File: config.mk
export PLATFORM = sky130hd
export DESIGN_NAME = control_fsm_flat
export DESIGN_NICKNAME = d
export VERILOG_FILES = /design/src/rtl/control_fsm_pkg.sv /design/src/rtl/control_fsm_if.sv /design/src/rtl/mem_wait_timer.sv /design/src/rtl/control_fsm.sv /design/src/flat_wrapper.sv
export SDC_FILE = /design/constraint.sdc
export NUM_CORES = 1
export LEC_CHECK = 0
export CORE_MARGIN = 10
export CORE_UTILIZATION = 38
export DETAILED_ROUTE_END_ITERATION = 8
export PLACE_DENSITY = 0.77
export SKIP_LAST_GASP = 1
export SLEW_MARGIN = 5
export SYNTH_ARGS = -nofsm -noshare
export SYNTH_HDL_FRONTEND = slang
export SYNTH_SLANG_ARGS = --single-unit
File: constraint.sdc
create_clock -name clk_i -period 1.5 [get_ports clk_i]
set_input_delay 0.3 -clock clk_i [delete_from_list [all_inputs] [get_ports clk_i]]
set_output_delay 0.3 -clock clk_i [all_outputs]
set_load 0.02 [all_outputs]
File: src/rtl/control_fsm_pkg.sv
// Shared encodings for the multicycle control FSM: states, opcodes, ALU
// operation codes and datapath select values (also imported by alu_control).
package control_fsm_pkg;

    localparam logic [3:0] ST_FETCH  = 4'd0;
    localparam logic [3:0] ST_DECODE = 4'd1;
    localparam logic [3:0] ST_EXEC   = 4'd2;
    localparam logic [3:0] ST_ALU_WB = 4'd3;
    localparam logic [3:0] ST_MEM_RD = 4'd4;
    localparam logic [3:0] ST_MEM_WR = 4'd5;
    localparam logic [3:0] ST_BRANCH = 4'd6;
    localparam logic [3:0] ST_JUMP   = 4'd7;
    localparam logic [3:0] ST_HALT   = 4'd8;
    localparam logic [3:0] ST_ERROR  = 4'd9;

    localparam logic [4:0] OP_LOAD  = 5'b00110;
    localparam logic [4:0] OP_STORE = 5'b00111;
    localparam logic [4:0] OP_BEQ   = 5'b10100;
    localparam logic [4:0] OP_JUMP  = 5'b10101;
    localparam logic [4:0] OP_ALTER = 5'b11110;
    localparam logic [4:0] OP_HALT  = 5'b11111;

    typedef enum logic [1:0] {
        ALUOP_ADD   = 2'b00,
        ALUOP_SUB   = 2'b01,
        ALUOP_FUNCT = 2'b10,
        ALUOP_ALTER = 2'b11
    } alu_op_e;

    localparam logic [1:0] SRCB_MEM = 2'b00;
    localparam logic [1:0] SRCB_ONE = 2'b01;
    localparam logic [1:0] SRCB_IMM = 2'b10;

    localparam logic [1:0] PCSRC_ALU    = 2'b00;
    localparam logic [1:0] PCSRC_BRANCH = 2'b01;
    localparam logic [1:0] PCSRC_JUMP   = 2'b10;

    typedef struct packed {
        alu_op_e    alu_op;
        logic       alu_src_a;
        logic [1:0] alu_src_b;
        logic       pc_write;
        logic       ir_write;
        logic       mem_read;
        logic       mem_write;
        logic       iord;
        logic       acc_write;
        logic       acc_src;
        logic [1:0] pc_source;
    } ctrl_t;

    // ALTER-class instructions take their ALU function from a separate field.
    function automatic alu_op_e exec_alu_op(input logic [4:0] opcode);
        return (opcode == OP_ALTER) ? ALUOP_ALTER : ALUOP_FUNCT;
    endfunction

endpackage

File: src/rtl/control_fsm_if.sv
// Datapath control bundle: status from the datapath in, strobes/selects out.
interface control_fsm_if;
    logic [4:0] opcode;
    logic       zero;
    logic       mem_ready;
    logic [1:0] alu_op;
    logic       alu_src_a;
    logic [1:0] alu_src_b;
    logic       pc_write;
    logic       ir_write;
    logic       mem_read;
    logic       mem_write;
    logic       iord;
    logic       acc_write;
    logic       acc_src;
    logic [1:0] pc_source;

    modport master (
        input  opcode, zero, mem_ready,
        output alu_op, alu_src_a, alu_src_b, pc_write, ir_write, mem_read,
               mem_write, iord, acc_write, acc_src, pc_source
    );

    modport slave (
        output opcode, zero, mem_ready,
        input  alu_op, alu_src_a, alu_src_b, pc_write, ir_write, mem_read,
               mem_write, iord, acc_write, acc_src, pc_source
    );
endinterface

File: src/rtl/mem_wait_timer.sv
// Memory wait counter: counts stalled cycles and flags the last allowed one.
module mem_wait_timer #(
    parameter int LIMIT = 15
) (
    input  logic clk_i,
    input  logic rst_i,
    input  logic clear_i,
    input  logic enable_i,
    output logic expired_o
);
    localparam int CNT_W = $clog2(LIMIT + 1);

    logic [CNT_W-1:0] cnt_q, cnt_d;

    always_comb begin
        cnt_d = cnt_q;
        if (clear_i) begin
            cnt_d = '0;
        end else if (enable_i) begin
            cnt_d = cnt_q + CNT_W'(1);
        end
    end

    always_ff @(posedge clk_i) begin
        if (rst_i) begin
            cnt_q <= '0;
        end else begin
            cnt_q <= cnt_d;
        end
    end

    assign expired_o = (cnt_q == CNT_W'(LIMIT - 1));
endmodule

File: src/rtl/control_fsm.sv
// Multicycle accumulator-machine control FSM with memory-handshake timeout.
module control_fsm
    import control_fsm_pkg::*;
#(
    parameter int MEM_TIMEOUT = 15
) (
    input  logic                 clk_i,
    input  logic                 rst_i,
    control_fsm_if.master        bus,
    output logic                 halted_o,
    output logic                 error_o,
    output logic [3:0]           state_o
);
    logic [3:0] state_q, state_d;
    logic       expired;
    logic       wait_en;
    logic       wait_clear;
    ctrl_t      ctrl;

    always_comb begin
        state_d = state_q;
        case (state_q)
            ST_FETCH, ST_MEM_RD, ST_MEM_WR: begin
                if (bus.mem_ready) begin
                    state_d = (state_q == ST_FETCH) ? ST_DECODE : ST_FETCH;
                end else if (expired) begin
                    state_d = ST_ERROR;
                end
            end
            ST_DECODE: begin
                case (bus.opcode)
                    OP_LOAD:  state_d = ST_MEM_RD;
                    OP_STORE: state_d = ST_MEM_WR;
                    OP_BEQ:   state_d = ST_BRANCH;
                    OP_JUMP:  state_d = ST_JUMP;
                    OP_HALT:  state_d = ST_HALT;
                    default:  state_d = ST_EXEC;
                endcase
            end
            ST_EXEC:   state_d = ST_ALU_WB;
            ST_ALU_WB: state_d = ST_FETCH;
            ST_BRANCH: state_d = ST_FETCH;
            ST_JUMP:   state_d = ST_FETCH;
            ST_HALT:   state_d = ST_HALT;
            ST_ERROR:  state_d = ST_ERROR;
            default:   state_d = ST_ERROR;
        endcase
    end

    always_ff @(posedge clk_i) begin
        if (rst_i) begin
            state_q <= ST_FETCH;
        end else begin
            state_q <= state_d;
        end
    end

    // Any state change restarts the count, so each memory state starts at zero.
    assign wait_en    = (state_q inside {ST_FETCH, ST_MEM_RD, ST_MEM_WR}) && !bus.mem_ready;
    assign wait_clear = (state_d != state_q);

    mem_wait_timer #(
        .LIMIT (MEM_TIMEOUT)
    ) u_wait (
        .clk_i     (clk_i),
        .rst_i     (rst_i),
        .clear_i   (wait_clear),
        .enable_i  (wait_en),
        .expired_o (expired)
    );

    always_comb begin
        ctrl = '0;
        case (state_q)
            ST_FETCH: begin
                ctrl.mem_read  = 1'b1;
                ctrl.alu_src_b = SRCB_ONE;
                ctrl.alu_op    = ALUOP_ADD;
                ctrl.pc_source = PCSRC_ALU;
                ctrl.ir_write  = bus.mem_ready;
                ctrl.pc_write  = bus.mem_ready;
            end
            ST_EXEC, ST_ALU_WB: begin
                ctrl.alu_src_a = 1'b1;
                ctrl.alu_src_b = SRCB_IMM;
                ctrl.alu_op    = exec_alu_op(bus.opcode);
                ctrl.acc_write = (state_q == ST_ALU_WB);
            end
            ST_MEM_RD: begin
                ctrl.mem_read  = 1'b1;
                ctrl.iord      = 1'b1;
                ctrl.acc_src   = 1'b1;
                ctrl.acc_write = bus.mem_ready;
            end
            ST_MEM_WR: begin
                ctrl.mem_write = 1'b1;
                ctrl.iord      = 1'b1;
            end
            ST_BRANCH: begin
                ctrl.alu_src_a = 1'b1;
                ctrl.alu_src_b = SRCB_MEM;
                ctrl.alu_op    = ALUOP_SUB;
                ctrl.pc_source = PCSRC_BRANCH;
                ctrl.pc_write  = bus.zero;
            end
            ST_JUMP: begin
                ctrl.pc_write  = 1'b1;
                ctrl.pc_source = PCSRC_JUMP;
            end
            default: ctrl = '0;
        endcase
    end

    // Reset forces a quiet datapath even before the state register updates.
    assign bus.alu_op    = rst_i ? 2'b00 : ctrl.alu_op;
    assign bus.alu_src_a = ctrl.alu_src_a & ~rst_i;
    assign bus.alu_src_b = rst_i ? 2'b00 : ctrl.alu_src_b;
    assign bus.pc_write  = ctrl.pc_write  & ~rst_i;
    assign bus.ir_write  = ctrl.ir_write  & ~rst_i;
    assign bus.mem_read  = ctrl.mem_read  & ~rst_i;
    assign bus.mem_write = ctrl.mem_write & ~rst_i;
    assign bus.iord      = ctrl.iord      & ~rst_i;
    assign bus.acc_write = ctrl.acc_write & ~rst_i;
    assign bus.acc_src   = ctrl.acc_src   & ~rst_i;
    assign bus.pc_source = rst_i ? 2'b00 : ctrl.pc_source;

    assign halted_o = (state_q == ST_HALT)  && !rst_i;
    assign error_o  = (state_q == ST_ERROR) && !rst_i;
    assign state_o  = rst_i ? ST_FETCH : state_q;
endmodule

File: src/flat_wrapper.sv
// flat-port wrapper written by rule: the top's interface ports become plain ports
module control_fsm_flat import control_fsm_pkg::*;
#(
    parameter int MEM_TIMEOUT = 15
)
  (clk_i, rst_i, halted_o, error_o, state_o, bus_opcode, bus_zero, bus_mem_ready, bus_alu_op, bus_alu_src_a, bus_alu_src_b, bus_pc_write, bus_ir_write, bus_mem_read, bus_mem_write, bus_iord, bus_acc_write, bus_acc_src, bus_pc_source);
  control_fsm_if bus_i ();
  input  logic clk_i;
  input  logic rst_i;
  output logic halted_o;
  output logic error_o;
  output logic [3:0] state_o;
  input wire logic [$bits(bus_i.opcode)-1:0] bus_opcode;
  input wire logic [$bits(bus_i.zero)-1:0] bus_zero;
  input wire logic [$bits(bus_i.mem_ready)-1:0] bus_mem_ready;
  output wire logic [$bits(bus_i.alu_op)-1:0] bus_alu_op;
  output wire logic [$bits(bus_i.alu_src_a)-1:0] bus_alu_src_a;
  output wire logic [$bits(bus_i.alu_src_b)-1:0] bus_alu_src_b;
  output wire logic [$bits(bus_i.pc_write)-1:0] bus_pc_write;
  output wire logic [$bits(bus_i.ir_write)-1:0] bus_ir_write;
  output wire logic [$bits(bus_i.mem_read)-1:0] bus_mem_read;
  output wire logic [$bits(bus_i.mem_write)-1:0] bus_mem_write;
  output wire logic [$bits(bus_i.iord)-1:0] bus_iord;
  output wire logic [$bits(bus_i.acc_write)-1:0] bus_acc_write;
  output wire logic [$bits(bus_i.acc_src)-1:0] bus_acc_src;
  output wire logic [$bits(bus_i.pc_source)-1:0] bus_pc_source;
  assign bus_i.opcode = bus_opcode;
  assign bus_i.zero = bus_zero;
  assign bus_i.mem_ready = bus_mem_ready;
  assign bus_alu_op = bus_i.alu_op;
  assign bus_alu_src_a = bus_i.alu_src_a;
  assign bus_alu_src_b = bus_i.alu_src_b;
  assign bus_pc_write = bus_i.pc_write;
  assign bus_ir_write = bus_i.ir_write;
  assign bus_mem_read = bus_i.mem_read;
  assign bus_mem_write = bus_i.mem_write;
  assign bus_iord = bus_i.iord;
  assign bus_acc_write = bus_i.acc_write;
  assign bus_acc_src = bus_i.acc_src;
  assign bus_pc_source = bus_i.pc_source;
  control_fsm #(.MEM_TIMEOUT(MEM_TIMEOUT)) u_core (.clk_i(clk_i), .rst_i(rst_i), .bus(bus_i), .halted_o(halted_o), .error_o(error_o), .state_o(state_o));
endmodule
---- Word-level counts from Yosys, hierarchy flattened ----
Index checks and enable logic that the tools add are counted.
word-level totals
  register bits ........................... 8
  input bits .............................. 9
  output and inout port bits .............. 20
cells by class
  bitwise operators ....................... 9
  equal/unequal tests ..................... 17
  reductions and logical operators ........ 14
  mux-type cells .......................... 21
  add/subtract/negate cells ............... 1
operators by type and width
  kind                   count
  $pmux W4 S5            2
  $eq A5 B5 Y1 const B   4
  $eq A4 B3 Y1 const B   4
  $eq A4 B4 Y1 const B   3
  $mux W4                3
  $pmux W2 S2            3
  $eq A5 B3 Y1 const B   2
  $reduce_or A3 Y1       3
  $and A1 B1 Y1          8
  $eq A4 B2 Y1 const B   2
  $mux W1                8
  $reduce_or A2 Y1       4
  $mux W2                3
  $add A4 B1 Y4 const B  1
  $eq A4 B1 Y1 const B   1
  $logic_not A4 Y1       1
  $ne A4 B4 Y1           1
  $logic_and A1 B1 Y1    3
  $pmux W1 S3            1
  $reduce_bool A3 Y1     1
  $logic_not A1 Y1       2
  $pmux W1 S2            1
  $not A1 Y1             1

---- Depth between registers and ports, before layout ----
Gate-level depths: netlist of the first run.
  word-level depth ........................ 6
  depth in mapped cells ................... 7

---- Cells and area by module ----
Synthesis of the first run repeated with hierarchy kept, for this count alone.
second synthesis, totals
  cell total of the unflattened synthesis .. 93
  area total of the unflattened synthesis .. 714.4 µm²
by module, submodules not included
  module          sequential area each (µm²)  area an instance (µm²)  cells an instance  times used
  control_fsm     80.1                        516.7                   73                 1
  mem_wait_timer  80.1                        197.7                   20                 1

---- Worst setup path before layout of the first run ----
Ideal clock, no wire load.
  kind .................................... flip-flop to output port
  from .................................... reg u_core.state_q[0]
  to ...................................... out bus_pc_write
  data arrival time ....................... 1,925 ps
  stages on the path, launching flop included .. 7
  required time ........................... 1,200 ps
  path slack .............................. -725 ps
  path through ............................ dfxtp_1 > buf_2 > or2_2 > clkbuf_1 > nor3_1 > and2_1 > a211o_1
on the way
  word-level cells in the longest chain between the ends .. 3
  elaborated cells between the ends (all ways) .. 5
  classes of those cells .................. eq/ne (2); mux (1); bitwise (1); reduce/logical (1)
ends and longest elaborated chain
  what                                                     line                text
  start, declared                                          control_fsm.sv:14   logic [3:0] state_q, state_d;
  start signal, assigned                                   control_fsm.sv:54   state_q <= state_d;
  $eq A4 B3 Y1 / $logic_not A4 Y1 (equally long branches)  control_fsm.sv:74   case (state_q)
  $pmux W1 S3 (*)                                          control_fsm.sv:74
  $and A1 B1 Y1 (*)                                        control_fsm.sv:118  assign bus.pc_write = ctrl.pc_write & ~rst_i;
  end, declared                                            flat_wrapper.sv:19  output wire logic [$bits(bus_i.pc_write)-1:0] bus_pc_write;
Every way passes the cells marked *; elsewhere a longest branch is shown, timed or not.

---- Final worst setup path of the first run ----
  from .................................... reg u_core.state_q[2]
  to ...................................... out bus_pc_write
Same word-level chain as after synthesis.

==> run metrics, run 1 <==
CTS root buf clkbuf_4; min-delay worst type in -> reg; Slew @ Worst Pin 0.370 ns; Die ar. 4150 um^2; Crit Path Max Fanout 3; Diodes inserted 0; LEAKAGE 0.745 nW; #FFs+latches synth 8; Slew Limit Headroom 75.0%; I/O pin total 29; register area share after synthesis 21.3%; nature of the critical path endpoint primary output; # setup viols final 21; DRT Wirelength 3580 um; global-route wire length before repair 4600 um; drc violations 0; synth unique cells 40; Sum Neg Setup Slack -2.86 ns; buffer levels on the longest clock path 2; Mean Syn Cell Area between 7 and 8 um^2; Final Worst Setup Slack -0.268 ns; clk slew on worst S/H paths 0.06 ns; hold_sp rst_i; core box area 1920 um^2; total CTS buffers 3; RSZ-0062 raised after global routing true; Req. time, crit path 1.20 ns; failing checks setup timing; xor and xnor area share after synthesis around 4.7%; antenna viol nets, final 0; Post-Syn Instances 106; Final Total Pwr 0.915 mW; GR Overflow Total 0; Die X-Extent 64.4 um; Setup CP Type reg -> out; max incr delay on CP 0.33 ns; Area Overhead vs Synth 111%; worst vdd ir 0.000609 V; TritonCTS clock tree done; fin crit share 118%; vias per inst 5.37; Max Clock Skew 0.00309 ns; Fmax 566 MHz; hpwl dp 2160 um; fin cells 197; filler instances between 100 and 150; share of cells above drive strength 1 61.2%; H-tree levels 1; largest family of logic cells by synthesized area simple AND/OR/NAND/NOR gates; routability cong. 0.822; dpl cells between 150 and 200; worst skew pair latency 0.26 ns; cell row count 16; mapped cell area between 700 and 800 um^2; YS warnings 0; Iter 0 DRT Violations 48; nets 183; post-synthesis simple-gate area fraction 46.5%; CP arrival 1.47 ns; mux share of post-synthesis cell area 0%; Power Dens Cells between 500 and 600 nW/um^2; status finished, violations left; clk sink count 8; Post-Syn Nets 117; Setup crit start u_core.state_q[2]$_SDFF_PP0_; r2r startpoint u_core.state_q[1]$_SDFF_PP0_; minimum clock period around 1.8 ns; Initial Util 39.1%; initial antenna violation count 0; Synth Area in Compound Gates about 16%; DR pass1 iterations 4; slowest CP cell dfxtp_2; Die Ht 64.4 um; crit-path cells or2_4 -> nor3_4 -> and2_4 -> a211o_4 -> buf_6; Final Hold Viols 0; total track usage 13.2%; max-cap viol count 0; number of port buffers 28; via count between 1,000 and 1,500; CP startpoint kind register; largest net degree at the start of global routing 13; fraction of the mapped netlist area in adder cells under 10%; drt wl/cell 18.2 um; pins over their slew limit 0; number of global-route vias before repair 967
## worst paths after layout
kind,slack (ns),cells past startpoint,endpoint
worst min-delay path,0.54,3,u_core.state_q[3]$_SDFF_PP0_
worst max register to register,-0.19,7,u_core.u_wait.cnt_q[2]$_SDFFE_PP0P_
worst min register to register,0.59,2,u_core.u_wait.cnt_q[3]$_SDFFE_PP0P_
worst max-delay path,-0.27,5,bus_pc_write
## placed cells by master (no fill, tap or decap), types with 3 or more instances in the layout
| cell type | n |
|---|---|
| nor2b_1 | 4 |
| dfxtp_1 | 4 |
| nor3_2 | 5 |
| nor2_1 | 12 |
| clkbuf_4 | 3 |
| or2_4 | 4 |
| buf_6 | 23 |
| nor3_1 | 3 |
| dfxtp_2 | 4 |
| a21oi_1 | 4 |
| dlymetal6s2s_1 | 4 |
| buf_4 | 35 |
| inv_1 | 3 |
| nor2_2 | 3 |
| nand2_1 | 5 |
## synthesized netlist by cell type (all sizes together)
| cell type | n | share of area (%) |
|---|---|---|
| a31oi | 1 | 0.83 |
| and3 | 1 | 0.83 |
| a211o | 1 | 1.2 |
| or2 | 4 | 3.3 |
| nor4b | 1 | 1.2 |
| xnor2 | 2 | 2.3 |
| nand3 | 3 | 2.7 |
| a21oi | 5 | 3.3 |
| a21o | 1 | 1.0 |
| a211oi | 1 | 1.0 |
| inv | 4 | 2.0 |
| o21ai | 3 | 2.0 |
| nor3b | 1 | 1.0 |
| and3b | 1 | 1.2 |
| a221o | 1 | 1.3 |
| nor4bb | 1 | 1.3 |
| and2 | 1 | 0.83 |
| nand3b | 1 | 1.0 |
| o41ai | 1 | 1.2 |
| nor4 | 2 | 3.7 |
| nand2 | 7 | 3.5 |
| xor2 | 2 | 2.3 |
| and2b | 1 | 1.0 |
| nand2b | 4 | 3.3 |
| o22ai | 1 | 0.83 |
| nand4 | 2 | 1.7 |
| dfxtp | 8 | 21 |
| nor3 | 10 | 7.3 |
| nor2 | 17 | 8.5 |
| ha | 2 | 3.3 |
| clkbuf | 4 | 2.0 |
| a2bb2oi | 1 | 1.2 |
| nor2b | 5 | 4.2 |
| buf | 4 | 4.3 |
| o211ai | 2 | 2.0 |
## metrics by stage
step	area [um^2]	hold WS (ns)	util, %	setup slack, ns
after floorplan	865	0.440	-	-0.244
after global placement	1380	0.545	71.5	-0.768
after detailed placement	1380	0.562	71.5	-0.819
after CTS	1440	0.525	75.1	-0.236
after global routing	1590	0.550	82.6	-0.316
final	1590	0.539	82.6	-0.268
## state kept, by name (all words and copies together), names as in the netlist
signal / flops
u_core.u_wait.cnt_q: 4
u_core.state_q: 4
## layer usage
layer / wire [um] / GRT usage [%] / up-vias
met5: 0 / 0 / -
met4: 47 / 2.41 / 0
met3: 337 / 4.64 / 9
met2: 1800 / 22.7 / 57
met1: 1400 / 15.7 / 493
li1: - / - / 498
## cell type report
class                           instances  area, um^2  share of cell area, %
Clock buffer                            3        22.5                   1.42
Inverter                                4        15.0                  0.946
Multi-Input combinational cell         86         727                   45.8
Sequential cell                         8         165                   10.4
Tap cell                               27        33.8                   2.13
Timing Repair Buffer                   69         624                   39.3
## critical path, delay by kind of cell, from the launching register on
family                 cells  cell delay [ns]
AOI/OAI and AO/OA          1             0.10
buffers and inverters      1             0.11
DFF                        1             0.33
and+or+nand+nor            3             0.66
## where the power goes
| group | internal (mW) | switching [mW] |
|---|---|---|
| Combinational | 0.249 | 0.254 |
| Clock | 0.0923 | 0.0839 |
| Sequential | 0.226 | 0.0105 |
| Total | 0.567 | 0.348 |
## what timing repair did
action	CTS	global route
cloned	0	0
pin swaps	14	22
gates resized for setup	123	33
endpoints found under the setup margin	26	26
buffers inserted	1	4
hold buffers	0	0
## kinds of logic (layout without fill, tap and decap cells)
kind of cell / Yosys count / count (layout)
compound gates: 18 / 18
flops: 8 / 8
fa+ha+maj: 2 / 2
simple gates: 62 / 62
buf+inv: 12 / 76
xor+xnor: 4 / 4
No activity file was read; power rests on OpenSTA's default activity.
==> run 2, diff against run 1 <==
--- a/config.mk
+++ b/config.mk
@@ -9,6 +9,7 @@
 export CORE_UTILIZATION = 38
 export DETAILED_ROUTE_END_ITERATION = 8
 export PLACE_DENSITY = 0.77
+export REMOVE_ABC_BUFFERS = 1
 export SKIP_LAST_GASP = 1
 export SLEW_MARGIN = 5
 export SYNTH_ARGS = -nofsm -noshare
==> run 2 against run 1 <==
- clock skew rose by 0.0031 ns
- combinational power is 5.6% higher
- via count grew 11%
- sequential cell count is the same
- sequential power about the same
- the run still ends with setup timing left
- first-iteration DRC count is 21% higher
- clock power decreased by 3%
- largest power group unchanged
- utilization grew 3.0 points
- critical path type unchanged
- total power grew 2.2%
- highest routed layer unchanged
- hold slack improved by 0.045 ns
- sequential share of layout area is 0.44 points lower
==> run metrics, run 2 (synthesized netlist as in run 1, its figures left out) <==
Initial Util 39.1%; sequential share of power between 20% and 30%; post-route cell area approximately 1600 um^2; status finished, violations left; I/O pin total 29; CP arrival ~1.5 ns; CTS root buf clkbuf_4; nature of the critical path endpoint primary output; Req. time, crit path about 1.2 ns; total CTS buffers 3; Slew @ Worst Pin 0.401 ns; top flop regs u_core.state_q x4, u_core.u_wait.cnt_q x4; RSZ-0062 raised after global routing true; Final Worst Setup Slack -0.267 ns; via count 1,171; Final Total Pwr 0.935 mW; initial antenna violation count 0; fin crit share 118%; commonest non-fill, non-tap cell in the layout buf_4; Gate power share 56.7%; total track usage 15.8%; largest net degree at the start of global routing 13; GR Overflow Total 0; Sum Neg Setup Slack -3.35 ns; # setup viols final 24; Diodes inserted 0; clk sink count 8; leading cell types in the layout, fill and taps excluded buf_4, buf_6, nor2_1; sw power between 0.3 and 0.4 mW; routability cong. between 0.8 and 0.9; sw frac 38.5%; placed instance area between 1000 and 1500 um^2; LEAKAGE 0.753 nW; minimum clock period 1.77 ns; drc violations 0; antenna viol nets, final 0; cell row count 16; core box area approximately 1900 um^2; CP startpoint kind register; DR pass1 iterations 4; DRT Wirelength 4090 um; clk slew on worst S/H paths 0.05 ns; fin cells 206; dpl cells ~190; Die Ht 64.4 um; total internal power 0.575 mW; drt wl/cell 19.8 um; number of global-route vias before repair ~1,100; max-cap viol count 0; worst vdd ir 0.000700 V; r2r worst-path depth 8; Final Hold Viols 0; global-route wire length before repair between 5000 and 6000 um; Area Overhead vs Synth 119%; Slew Limit Headroom 73.0%; hold depth 2; Iter 0 DRT Violations 58; nets 192; Power Dens Cells 568 nW/um^2; pins over their slew limit 0; final hold slack ~0.58 ns; H-tree levels 1; hpwl dp 2260 um; Max Clock Skew 0.00618 ns; failing checks setup timing; vias per inst 5.68; Setup CP Type reg -> out; min-delay worst type reg -> reg; Die X-Extent between 60 and 70 um; TritonCTS clock tree done; Fmax 566 MHz; Crit Path Max Fanout 4; worst skew pair latency roughly 0.26 ns; filler instances 93; Die ar. approximately 4200 um^2; Clk pwr share 18.2%; buffer levels on the longest clock path 2; share of cells above drive strength 1 61.5%; number of port buffers 28
==> run 2: per-stage QoR <==
step,util [%],setup slack (ns)
finish,85.6,-0.267
global route,85.6,-0.303
CTS,77.4,-0.200
detailed placement,67.8,-0.929
global placement,67.8,-0.832
floorplan,-,-0.736
==> run 2: worst paths after layout <==
check | startpoint | endpoint | slack, ns
setup / recovery | u_core.state_q[2]$_SDFF_PP0_ | bus_alu_op[0] | -0.27
hold reg to reg | u_core.u_wait.cnt_q[3]$_SDFFE_PP0P_ | u_core.u_wait.cnt_q[3]$_SDFFE_PP0P_ | 0.58
setup reg to reg | u_core.state_q[2]$_SDFF_PP0_ | u_core.u_wait.cnt_q[2]$_SDFFE_PP0P_ | -0.23
hold / removal | u_core.u_wait.cnt_q[3]$_SDFFE_PP0P_ | u_core.u_wait.cnt_q[3]$_SDFFE_PP0P_ | 0.58
==> run 2: area by class of cell <==
class / count / area [um^2] / area share, %
Multi-Input combinational cell: 86 / 737 / 44.8
Timing Repair Buffer: 78 / 673 / 40.9
Sequential cell: 8 / 164 / 9.96
Tap cell: 27 / 33.8 / 2.05
Clock buffer: 3 / 22.5 / 1.37
Inverter: 4 / 15.0 / 0.913
==> run 2: power groups by stage <==
stage	Sequential [mW]	Combinational, mW	Clock, mW
2_1_floorplan	0.247	0.162	0
3_3_place_gp	0.235	0.368	0
3_5_place_dp	0.236	0.381	0
4_1_cts	0.234	0.448	0.175
5_1_grt	0.235	0.559	0.180
6_report	0.234	0.531	0.170
==> run 2: critical path, stage by stage (launching register included) <==
cell and delay [ns]:
dfxtp_2 0.33, or2_4 0.27, buf_6 0.15, nor2_4 0.14
a21o_1 0.19, buf_6 0.13
==> run 2: layer usage <==
layer / global-route usage (%) / part of all wire [%] / wire length, um
met3: 4.30 / 7.8 / 317
met1: 15.9 / 38 / 1570
met4: 12.6 / 4.7 / 193
met2: 27.1 / 49 / 2000
met5: 0 / 0 / 0
==> run 2: repair_timing <==
action	4_1_cts	5_1_grt
pin swaps	25	13
resized for setup	138	37
buffers inserted	7	5
hold buffers	0	0
cloned	0	0
setup endpoints to repair	28	25
